### src/rtl/cpu_defs_pkg.sv
// Shared CPU definitions: stall vector bit positions, the NOP encoding and
// the fetch-response tracking states used by the IF/ID stage.
package cpu_defs_pkg;

  localparam int STALL_PC = 0;
  localparam int STALL_IF = 1;
  localparam int STALL_ID = 2;

  localparam logic [31:0] NOP_INST = 32'h0000_0000;

  typedef enum logic [1:0] {
    EMPTY,
    LIVE,
    HELD
  } if_state_t;

endpackage

### src/rtl/if_id_stage_if.sv
// Instruction SRAM port: the fetch stage is the master that drives enable and
// address, and the memory returns read data one cycle later.
interface if_id_stage_if;

  logic        inst_sram_en;
  logic [31:0] inst_sram_addr;
  logic [31:0] inst_sram_rdata;

  modport master (
    output inst_sram_en,
    output inst_sram_addr,
    input  inst_sram_rdata
  );

  modport slave (
    input  inst_sram_en,
    input  inst_sram_addr,
    output inst_sram_rdata
  );

endinterface

### src/rtl/if_hold_buf.sv
// Fetch-response tracker: pairs late SRAM data with its PC and keeps one
// instruction alive while IF is stalled (EMPTY / LIVE / HELD).
module if_hold_buf
  import cpu_defs_pkg::*;
(
  input  logic        clk,
  input  logic        rst,
  input  logic        flush,
  input  logic        stall_if,
  input  logic        issue,
  input  logic [31:0] req_pc,
  input  logic        req_adel,
  input  logic [31:0] rdata,
  output logic        dlv_v,
  output logic [31:0] dlv_pc,
  output logic [31:0] dlv_inst,
  output logic        dlv_adel
);

  if_state_t   state_q, state_d;
  logic [31:0] resp_pc_q;
  logic        resp_adel_q;
  logic [31:0] hold_pc_q, hold_inst_q;
  logic        hold_adel_q;
  logic [31:0] resp_inst;

  // A misaligned slot never touched the SRAM, so its data is meaningless.
  assign resp_inst = resp_adel_q ? NOP_INST : rdata;

  always_comb begin
    // NOTE: default first so every path assigns state_d and no latch is inferred.
    state_d = state_q;
    unique case (state_q)
      EMPTY:   state_d = issue ? LIVE : EMPTY;
      LIVE:    state_d = stall_if ? HELD : (issue ? LIVE : EMPTY);
      HELD:    state_d = stall_if ? HELD : (issue ? LIVE : EMPTY);
      default: state_d = EMPTY;
    endcase
    if (flush) state_d = EMPTY;
  end

  always_ff @(posedge clk) begin
    // NOTE: non-blocking assignments so every register samples pre-edge values.
    if (rst) begin
      state_q     <= EMPTY;
      resp_pc_q   <= '0;
      resp_adel_q <= 1'b0;
    end else begin
      state_q <= state_d;
      if (issue) begin
        resp_pc_q   <= req_pc;
        resp_adel_q <= req_adel;
      end
    end
  end

  // NOTE: hold data is not reset; it is only observed when state_q == HELD.
  always_ff @(posedge clk) begin
    if (state_q == LIVE && stall_if) begin
      hold_pc_q   <= resp_pc_q;
      hold_inst_q <= resp_inst;
      hold_adel_q <= resp_adel_q;
    end
  end

  assign dlv_v    = (state_q == LIVE) || (state_q == HELD);
  assign dlv_pc   = (state_q == HELD) ? hold_pc_q   : resp_pc_q;
  assign dlv_inst = (state_q == HELD) ? hold_inst_q : resp_inst;
  assign dlv_adel = (state_q == HELD) ? hold_adel_q : resp_adel_q;

endmodule

### src/rtl/if_id_stage.sv
// IF/ID stage: drives the instruction SRAM from pc_i and registers PC/inst into ID.
// Optional fetch alignment check enabled by defining IF_ADEL_CHECK_EN.
module if_id_stage
  import cpu_defs_pkg::*;
#(
  parameter logic [31:0] RESET_PC = 32'h0000_0000
) (
  input  logic                 clk,
  input  logic                 rst,
  input  logic [31:0]          pc_i,
  input  logic                 ce_i,
  input  logic [5:0]           stall,
  input  logic                 flush,
  if_id_stage_if.master        sram,
  output logic [31:0]          id_pc,
  output logic [31:0]          id_inst,
  output logic                 id_valid,
  output logic                 id_excp_adel
);

  logic        issue;
  logic        fetch_adel;
  logic        dlv_v;
  logic [31:0] dlv_pc, dlv_inst;
  logic        dlv_adel;
  logic        unused_stall;

  assign unused_stall = ^{stall[5:3], stall[STALL_PC]};

  // A slot is tracked even when the alignment check keeps the SRAM idle.
  assign issue = ce_i & ~stall[STALL_IF] & ~flush;

`ifdef IF_ADEL_CHECK_EN
  assign fetch_adel = (pc_i[1:0] != 2'b00);
`else
  assign fetch_adel = 1'b0;
`endif

  assign sram.inst_sram_en   = issue & ~fetch_adel;
  assign sram.inst_sram_addr = pc_i;

  if_hold_buf u_hold_buf (
    .clk      (clk),
    .rst      (rst),
    .flush    (flush),
    .stall_if (stall[STALL_IF]),
    .issue    (issue),
    .req_pc   (pc_i),
    .req_adel (fetch_adel),
    .rdata    (sram.inst_sram_rdata),
    .dlv_v    (dlv_v),
    .dlv_pc   (dlv_pc),
    .dlv_inst (dlv_inst),
    .dlv_adel (dlv_adel)
  );

  // Flush outranks every stall; a bubble keeps the previous PC.
  always_ff @(posedge clk) begin
    if (rst || flush) begin
      id_pc        <= RESET_PC;
      id_inst      <= NOP_INST;
      id_valid     <= 1'b0;
      id_excp_adel <= 1'b0;
    end else if (!stall[STALL_ID]) begin
      if (!stall[STALL_IF] && dlv_v) begin
        id_pc        <= dlv_pc;
        id_inst      <= dlv_inst;
        id_valid     <= 1'b1;
        id_excp_adel <= dlv_adel;
      end else begin
        id_inst      <= NOP_INST;
        id_valid     <= 1'b0;
        id_excp_adel <= 1'b0;
      end
    end
  end

endmodule

### src/flat_wrapper.sv
// flat-port wrapper written by rule: the top's interface ports become plain ports
module if_id_stage_flat import cpu_defs_pkg::*;
#(
  parameter logic [31:0] RESET_PC = 32'h0000_0000
)
  (clk, rst, pc_i, ce_i, stall, flush, id_pc, id_inst, id_valid, id_excp_adel, sram_inst_sram_en, sram_inst_sram_addr, sram_inst_sram_rdata);
  if_id_stage_if sram_i ();
  input  logic clk;
  input  logic rst;
  input  logic [31:0] pc_i;
  input  logic ce_i;
  input  logic [5:0] stall;
  input  logic flush;
  output logic [31:0] id_pc;
  output logic [31:0] id_inst;
  output logic id_valid;
  output logic id_excp_adel;
  output wire logic [$bits(sram_i.inst_sram_en)-1:0] sram_inst_sram_en;
  output wire logic [$bits(sram_i.inst_sram_addr)-1:0] sram_inst_sram_addr;
  input wire logic [$bits(sram_i.inst_sram_rdata)-1:0] sram_inst_sram_rdata;
  assign sram_inst_sram_en = sram_i.inst_sram_en;
  assign sram_inst_sram_addr = sram_i.inst_sram_addr;
  assign sram_i.inst_sram_rdata = sram_inst_sram_rdata;
  if_id_stage #(.RESET_PC(RESET_PC)) u_core (.clk(clk), .rst(rst), .pc_i(pc_i), .ce_i(ce_i), .stall(stall), .flush(flush), .sram(sram_i), .id_pc(id_pc), .id_inst(id_inst), .id_valid(id_valid), .id_excp_adel(id_excp_adel));
endmodule
### config.mk
export PLATFORM = sky130hd
export DESIGN_NAME = if_id_stage_flat
export DESIGN_NICKNAME = d
export VERILOG_FILES = /design/src/rtl/cpu_defs_pkg.sv /design/src/rtl/if_id_stage_if.sv /design/src/rtl/if_hold_buf.sv /design/src/rtl/if_id_stage.sv /design/src/flat_wrapper.sv
export SDC_FILE = /design/constraint.sdc
export NUM_CORES = 1
export LEC_CHECK = 0
export CAP_MARGIN = 20
export CORE_ASPECT_RATIO = 2
export CORE_MARGIN = 1
export CORE_UTILIZATION = 43
export CTS_BUF_LIST = sky130_fd_sc_hd__clkbuf_8
export DETAILED_ROUTE_END_ITERATION = 16
export PLACE_DENSITY = 0.75
export SYNTH_ARGS = -nofsm -noshare
export SYNTH_HDL_FRONTEND = slang
export SYNTH_SLANG_ARGS = --single-unit
### constraint.sdc
create_clock -name clk -period 4 [get_ports clk]
set_input_delay 0.6 -clock clk [delete_from_list [all_inputs] [get_ports clk]]
set_output_delay 0.6 -clock clk [all_outputs]
set_load 0.005 [all_outputs]
==> After elaboration in Yosys (flattened, before gate mapping) <==
Index checks and enable logic that the tools add are counted.
{ "totals": {"out_inout_bits": 99, "input_bits": 74, "register_bits": 163, "word_cells": 30} }
{ "classes": {"n_bitwise": 5, "n_reduce_logical": 9, "n_mux": 7, "n_eq_ne": 2} }
{ "op_table": {"columns": ["cell", "count"], "rows": [
  ["2-to-1 mux 32 bit", 3],
  ["one-hot mux 2 bit (2 select lines)", 1],
  ["OR reduction 2 bit", 2],
  ["inverter 1 bit", 3],
  ["AND 1 bit", 2],
  ["equality test 2 x 1 -> 1 bit (second input constant)", 1],
  ["equality test 2 bit (second input constant)", 1],
  ["logical AND 1 bit", 2],
  ["logical NOT 2 bit", 1],
  ["logical OR 1 bit", 2],
  ["2-to-1 mux 1 bit", 2],
  ["2-to-1 mux 2 bit", 1],
  ["AND reduction 2 bit", 1],
  ["logical NOT 1 bit", 1]
]} }

==> Logic depth before layout (Yosys ltp) <==
Gate-level depths: netlist of the first run.
{ "logic_depth": {"depth_word": 6, "ltp_mapped": 7, "ltp_nobuf": 5} }

==> Modules after synthesis <==
A second synthesis of the first run with hierarchy kept.
{ "unflattened": {"cells_unflattened": 554, "hier_area_um2": 7277.0} }
{ "by_module_without_submodules": {"columns": ["mod", "cells_per_inst", "seq_area_each_um2", "area_each_um2", "n_inst"], "rows": [
  ["if_hold_buf", 293, 2652.5, 4291.6, 1],
  ["if_id_stage", 261, 1321.3, 2985.4, 1]
]} }

==> Worst setup path after synthesis of the first run <==
Ideal clock, no wire load.
{ "synth_path": {"kind": "input to register", "startpoint": "in stall[1]", "endpoint": "reg u_core.u_hold_buf.hold_inst_q[0] (enable)", "slack_ps": 1468, "arrival_ps": 2103, "setup_ps": 429, "stages": 1, "n_path_buf": 0, "path_cell_list": "and2_1"} }
{ "synth_via": {"elab_chain_len": 1} }
{ "synth_lines": {"columns": ["element", "line", "text"], "rows": [
  ["from (decl)", "flat_wrapper.sv:12", "input logic [5:0] stall;"],
  ["logical AND 1 bit", "if_hold_buf.sv:59", "if (state_q == LIVE && stall_if) begin"],
  ["to (signal assigned)", "if_hold_buf.sv:61", "hold_inst_q <= resp_inst;"],
  ["to (decl)", "if_hold_buf.sv:23", "logic [31:0] hold_pc_q, hold_inst_q;"]
]} }
Every way passes these cells.
A chain may end at the register's enable or synchronous reset.

==> Final worst setup path of the first run <==
{ "layout_path": {"startpoint": "in stall[1]", "endpoint": "out sram_inst_sram_en"} }
{ "layout_via": {"elab_chain_len": 3} }
{ "layout_lines": {"columns": ["element", "line", "text"], "rows": [
  ["inverter 1 bit", "if_id_stage.sv:31", "assign issue = ce_i & ~stall[STALL_IF] & ~flush;"],
  ["AND 1 bit (2 in series)", "if_id_stage.sv:31", null],
  ["to (decl)", "flat_wrapper.sv:18", "output wire logic [$bits(sram_i.inst_sram_en)-1:0] sram_inst_sram_en;"]
]} }
Every way passes these cells.

==> results.md, run 1 <==
- Outcome: completed
- Fin crit period: 2590 ps
- VDD IR-drop max: 251 µV
- CTS tree: done
- WL/cell: 16.6 µm
- Most used flip-flop cell after synthesis: dfxtp_1
- Largest net degree at the start of global routing: 65
- Initial antenna violation count: 0
- DP Worst Slack: 1370 ps
- Slew margin rel.: 35.3%
- Setup bufs post-CTS: 0
- CTS HTree Levels: 4
- Placed cell count: 802
- Antenna-violating nets left: 0
- Pwr Total: 3.22 mW
- Worst hold margin: 466 ps
- Ant. Diodes: 0
- First-pass GRT wire length: 22.0 mm
- CTS buffer count: 17
- Mapped Cells: 506
- Critical Path End Type: primary output
- Fin crit share: 64.9%
- Worst hold path depth: 0
- Hold-fix buffers at CTS: 0
- Synthesis Warnings: 0
- Vias: 4,176
- Pwr Density: 385 nW/µm²
- Top cell type's share of synthesized area: 31.1%
- Syn Area/Cell: 12.6 µm²
- Die W: 88.1 µm
- Post-synthesis async set-or-reset flop share: 0%
- Hold Crit Class: flip-flop to flip-flop
- Ranking of synthesized cells by area: dfxtp_1 31%, edfxtp_1 30%, mux2i_1 10%
- DRC violations left: 0
- Vias in the first global route: 4,380
- Critical Path RT: 3400 ps
- Fraction of layout cells with a size suffix above 1: 12.8%
- Reg2reg end: u_core.id_pc[19]$_SDFFE_PP0P_
- Clk pin slew, worst setup/hold paths: 90 ps
- Vias per cell: 5.00
- Hold Crit Start: u_core.u_hold_buf.resp_pc_q[10]$_SDFFE_PP0P_
- Max Root-Sink Buffers: 2
- Setup repair after global routing missed its margin: no
- Post-synth EDFFs: 64
- FF+latch count, synth: 163
- Worst R2R Setup Slack: 1880 ps
- Fmax: 385 MHz
- Drt first pass iters: 4
- Synth unique cells: 23
- Critical Path Start Type: input port
- Register area share after synthesis: 61.2%
- Commonest cells in the netlist: 99 x dfxtp_1, 99 x nor2_1, 64 x edfxtp_1, 64 x mux2i_1, 39 x buf_4
- Overall routed net length: 13.9 mm
- Final Hold Viols: 0
- Remaining Overflow, GRT: 0
- Cell taking the most area after synthesis: dfxtp_1
- Worst hold endpoint: u_core.u_hold_buf.hold_pc_q[10]$_DFFE_PP_
- Initial Util: 44.2%
- Leakage power: 2.65 nW
- Skew-Pair Late Insertion Delay: 430 ps
- Final GP Congestion: 0.725
- Non-filler instance count after layout: 835
- Row Count: 62
- I/O pin count: 173
- Core ar.: 14,400 µm²
- Vert. Die Dim: 174 µm
- Root buf cell: clkbuf_8
- Nets: 708
- Setup WS post-layout: 1410 ps
- Final setup viols: 0
- Setup TNS: 0 ps
- Syn Nets: 584
- Least-Margin Pin Slew: 971 ps
- Crit path max fanout: 4
- Port Buf Inserts: 167
- Die ar.: 15,300 µm²
- Pins Over Slew Limit: 0
- Cell count of the worst reg-to-reg path: 5
- Worst Clk Skew: 11.7 ps
- CTS resizes: 0
- Total track usage: 19.1%
- 1st-iter DRT viols: 150
- CP Data Arrival Time: 1990 ps
- Max Cap Viol: 0
- TritonCTS Sinks: 163
- Worst r2r src: u_core.u_hold_buf.state_q[0]$_SDFF_PP0_
- Crit path kind: input port to primary output
- Post-synthesis cell area: 6370 µm²
- HPWL after detailed placement: 9.10 mm
- Area grow syn2layout: 31.0%
-- flip-flops by register name (all words and copies together) (netlist names) --
register	count
u_core.u_hold_buf.hold_pc_q	32
u_core.u_hold_buf.hold_inst_q	32
u_core.id_pc	32
u_core.id_inst	32
u_core.u_hold_buf.state_q	2
u_core.u_hold_buf.resp_pc_q	32
u_core.id_valid	1
-- layout make-up --
| cell class | instances | area (µm²) |
|---|---|---|
| Clock inverter | 12 | 153 |
| Tap cell | 192 | 240 |
| Inverter | 2 | 7.51 |
| Sequential cell | 163 | 3900 |
| Clock buffer | 20 | 275 |
| Fill cell | 1212 | 6080 |
| Multi-Input combinational cell | 271 | 2020 |
| Timing Repair Buffer | 175 | 1750 |
-- worst max path at each step --
stage | start | end | slack, ps | cells after the start
6_report | stall[1] | sram_inst_sram_en | 1410 | 3
5_1_grt | stall[1] | sram_inst_sram_en | 1340 | 3
4_1_cts | stall[1] | sram_inst_sram_en | 1380 | 3
3_5_place_dp | flush | u_core.id_inst[1]$_SDFFE_PP0N_ | 1370 | 4
3_3_place_gp | stall[1] | sram_inst_sram_en | 1400 | 3
2_1_floorplan | stall[1] | u_core.u_hold_buf.hold_inst_q[0]$_DFFE_PP_ | 1470 | 1
-- layout by cell type, fill, tap and decap left out --
master,Yosys,final
mux2_2,32,32
buf_4,39,7
clkinv_4,0,1
bufinv_16,0,3
a211oi_2,7,7
conb_1,1,1
or2_2,0,1
nor3b_2,0,1
nand2_1,1,1
dfxtp_1,99,99
mux2i_1,64,64
edfxtp_1,64,64
buf_16,0,1
nor3b_4,1,1
clkdlybuf4s50_1,0,167
nor2_1,99,99
inv_6,0,3
ha_4,0,1
clkbuf_8,0,20
a22oi_1,32,32
inv_1,2,4
a21oi_1,1,1
and2_4,0,1
clkinv_2,0,1
ha_1,4,3
clkinvlp_4,0,2
nor4b_1,1,1
a211oi_1,25,25
-- through the flow --
stage                     area, µm²  util [%]
final                          8350      57.9
after CTS                      8320      57.7
after detailed placement       7890      54.7
after floorplan                6370         -
after global routing           8350      57.9
after global placement         7890      54.7
-- report_power, final --
part           switching [mW]  internal [mW]  leakage (nW)
logic                  0.0855          0.128          1.08
clock network           0.585          0.670         0.219
registers              0.0104           1.74          1.35
total                   0.681           2.54          2.65
-- critical path, cell delays in order --
cell and delay, ps:
clkdlybuf4s50_1 530, nor3b_2 250, clkdlybuf4s50_1 600
-- layer usage --
metal  global-route usage, %  routed length, µm  vias up
met5                       0                  0        -
met4                    7.80                272        0
met3                    4.18                515       17
met2                    35.5               7780      108
met1                    20.0               5320     2033
li1                        -                  -     2018
-- cells by family (layout without fill, tap and decap cells) --
kind of cell             count (synthesis)  in the layout  share of synthesized area (%)
AND/OR/NAND/NOR                        105            105                           6.63
adder cells (fa/ha/maj)                  4              4                          0.785
AO/OA/AOI/OAI                           65             65                           8.16
flip-flops                             163            163                           61.2
other                                    1              1                         0.0588
buffers and inverters                   72            209                           7.42
multiplexers                            96             96                           15.7
Note: power is estimated with default switching activity, not from simulation.
==> run 2: changes to the inputs <==
==> constraint.sdc (replaced) <==
create_clock -name clk -period 2.6 [get_ports clk]
set_input_delay 0.39 -clock clk [delete_from_list [all_inputs] [get_ports clk]]
set_output_delay 0.39 -clock clk [all_outputs]
set_load 0.005 [all_outputs]
==> run 2 against run 1 <==
Cell count increased by 0.48%. First-iteration DRC count increased by 14%. Total power increased by 47%. Worst setup slack got worse by 1100 ps. Utilization increased by 0.19 points.
==> results.md, run 2 (synthesis gave the netlist of run 1 again) <==
- Largest net degree at the start of global routing: 50 (-23%)
- Ant. Diodes: 0 (unchanged)
- Fin crit share: 89.5%
- Metal1 wirelength: 5.36 mm (+0.77%)
- Pwr Total: 4.71 mW (+47%)
- Delay-heaviest family, CP: buffers and inverters
- Setup repair after global routing missed its margin: no
- Max Cap Viol: 0 (unchanged)
- Pint: 3.63 mW (+43%)
- VDD IR-drop max: 345 µV (+37%)
- CTS resizes: 0 (unchanged)
- Crit path kind: input port to primary output
- Hold Crit Class: flip-flop to flip-flop
- CP max-delay cell: clkdlybuf4s50_1
- Crit path max fanout: 4 (unchanged)
- CTS buffer count: 17 (unchanged)
- Final Hold Viols: 0 (unchanged)
- Max Root-Sink Buffers: 2 (unchanged)
- Comb pwr share: 7.0% (+0.4 points)
- Top layer in use: met4
- HPWL after detailed placement: 9.58 mm (+5.3%)
- Area grow syn2layout: 31.4%
- Root buf cell: clkbuf_8
- Critical Path RT: 2210 ps (-1190 ps)
- Skew-Pair Late Insertion Delay: 430 ps (about the same)
- Die ar.: 15,300 µm² (unchanged)
- WL/cell: 16.8 µm (+1.0%)
- Vias: 4,238 (+1.5%)
- I/O pin count: 173 (unchanged)
- Pwr Density: 563 nW/µm² (+46%)
- Crit-path cells: clkdlybuf4s50_1, nor3b_2, buf_4, clkdlybuf4s50_1
- CP bufs+invs: 3 (+1)
- Fillers: 1,211 (-0.083%)
- Routed length on met3: 476 µm (-7.6%)
- Vias in the first global route: 4,413 (+0.75%)
- DR WL met2: 7.94 mm (+2.0%)
- Least-Margin Pin Slew: 723 ps (-248 ps)
- 1st-iter DRT viols: 171 (+14%)
- Most used cell, CP: clkdlybuf4s50_1
- Slew margin rel.: 51.8% (+17 points)
- CP Data Arrival Time: 1940 ps (-50 ps)
- Core ar.: 14,400 µm² (unchanged)
- Vias per cell: 5.05 (+1.0%)
- Initial Util: 44.2% (unchanged)
- Row Count: 62 (unchanged)
- Fin crit period: 2330 ps
- First-pass GRT wire length: 22.0 mm (-0.19%)
- Hold-fix buffers at CTS: 0 (unchanged)
- Final GP Congestion: 0.732 (+1.1%)
- Reg power frac: 57.1% (+2.8 points)
- Setup TNS: 0 ps (unchanged)
- Outcome: completed
- Remaining Overflow, GRT: 0 (unchanged)
- Fraction of layout cells with a size suffix above 1: 13.6% (+0.85 points)
- Overall routed net length: 14.1 mm (+1.5%)
- Fmax: 430 MHz
- Leakage power: 2.65 nW (+0.25%)
- Reg area: 3900 µm² (unchanged)
- Worst Clk Skew: 16.4 ps (+4.67 ps)
- Antenna-violating nets left: 0 (unchanged)
- Die W: 88.1 µm (unchanged)
- Pins Over Slew Limit: 0 (unchanged)
- Clk pwr share: 35.9% (-3.1 points)
- Clk pin slew, worst setup/hold paths: 90 ps (about the same)
- Setup bufs post-CTS: 0 (unchanged)
- Initial antenna violation count: 0 (unchanged)
- Vert. Die Dim: 174 µm (unchanged)
- Psw: 1.08 mW (+59%)
- Most frequent cells in the layout: 167 x clkdlybuf4s50_1, 99 x nor2_1, 99 x dfxtp_1
- Switching Fraction: 23.0% (+1.8 points)
- Critical Path End Type: primary output
- Nets: 712 (+0.56%)
- Final setup viols: 0 (unchanged)
- Port Buf Inserts: 167 (unchanged)
- Slowest stage delay, CP: 540 ps (-60 ps)
- CTS HTree Levels: 4 (unchanged)
- Most common library cell in the layout ignoring fill and taps: clkdlybuf4s50_1
- DRC violations left: 0 (unchanged)
- Drt first pass iters: 4 (unchanged)
- TritonCTS Sinks: 163 (unchanged)
- Worst R2R Setup Slack: 760 ps (-1120 ps)
- Total track usage: 18.9% (-0.17 points)
- CTS tree: done
- Multi-input gate area: 2020 µm² (unchanged)
- Critical Path Start Type: input port
[run 2: changes by cell type in the layout (fill, tap and decap cells not counted), moves of 2 or more]
cell and change:
inv_6 +2, bufinv_16 -3, inv_1 -2, buf_12 +6
clkinv_2 +2
[run 2: area by class of cell]
class                           instances  share of cell area (%)
Multi-Input combinational cell        271                    24.1
Tap cell                              192                    2.87
Timing Repair Buffer                  179                    21.9
Inverter                                2                  0.0896
Clock inverter                         12                    1.14
Clock buffer                           20                    3.29
Sequential cell                       163                    46.6
[run 2: metrics by stage]
stage | worst slack, ps | std cells | hold WS [ps] | util (%) | cell area (µm²)
finish | 273 | 839 | 465 | 58.1 | 8380
global route | 250 | 839 | 468 | 58.1 | 8380
CTS | 248 | 839 | 462 | 58.1 | 8380
detailed placement | 155 | 807 | 444 | 55.5 | 8010
global placement | 185 | 807 | 439 | 55.5 | 8010
floorplan | 163 | 506 | 429 | - | 6370
[run 2: final timing paths]
kind,startpoint,cells past startpoint,endpoint
worst max-delay path,stall[1],4,sram_inst_sram_en
worst min-delay path,u_core.u_hold_buf.resp_pc_q[27]$_SDFFE_PP0P_,0,u_core.u_hold_buf.hold_pc_q[27]$_DFFE_PP_
worst max register to register,u_core.u_hold_buf.state_q[1]$_SDFF_PP0_,6,u_core.id_pc[16]$_SDFFE_PP0P_
worst min register to register,u_core.u_hold_buf.resp_pc_q[27]$_SDFFE_PP0P_,0,u_core.u_hold_buf.hold_pc_q[27]$_DFFE_PP_
[run 2: worst register-to-register path, stage by stage (launching register included)]
cell      delay, ps
dfxtp_1         400
inv_1            90
ha_1            330
nor3b_4         300
buf_12          280
nor2_1           90
a211oi_1        260
[run 2: power by group through the flow]
stage	logic, mW	clock network (mW)	registers (mW)
3_5_place_dp	0.332	0	2.75
3_3_place_gp	0.324	0	2.75
5_1_grt	0.353	1.86	2.69
2_1_floorplan	0.160	0	2.74
4_1_cts	0.334	1.75	2.69
6_report	0.330	1.69	2.69
[run 2: per-layer routing]
metal,GRT usage (%),up-vias
met1,19.5,2080
li1,-,2027
met5,0,-
met4,7.80,0
met2,35.9,110
met3,3.42,21
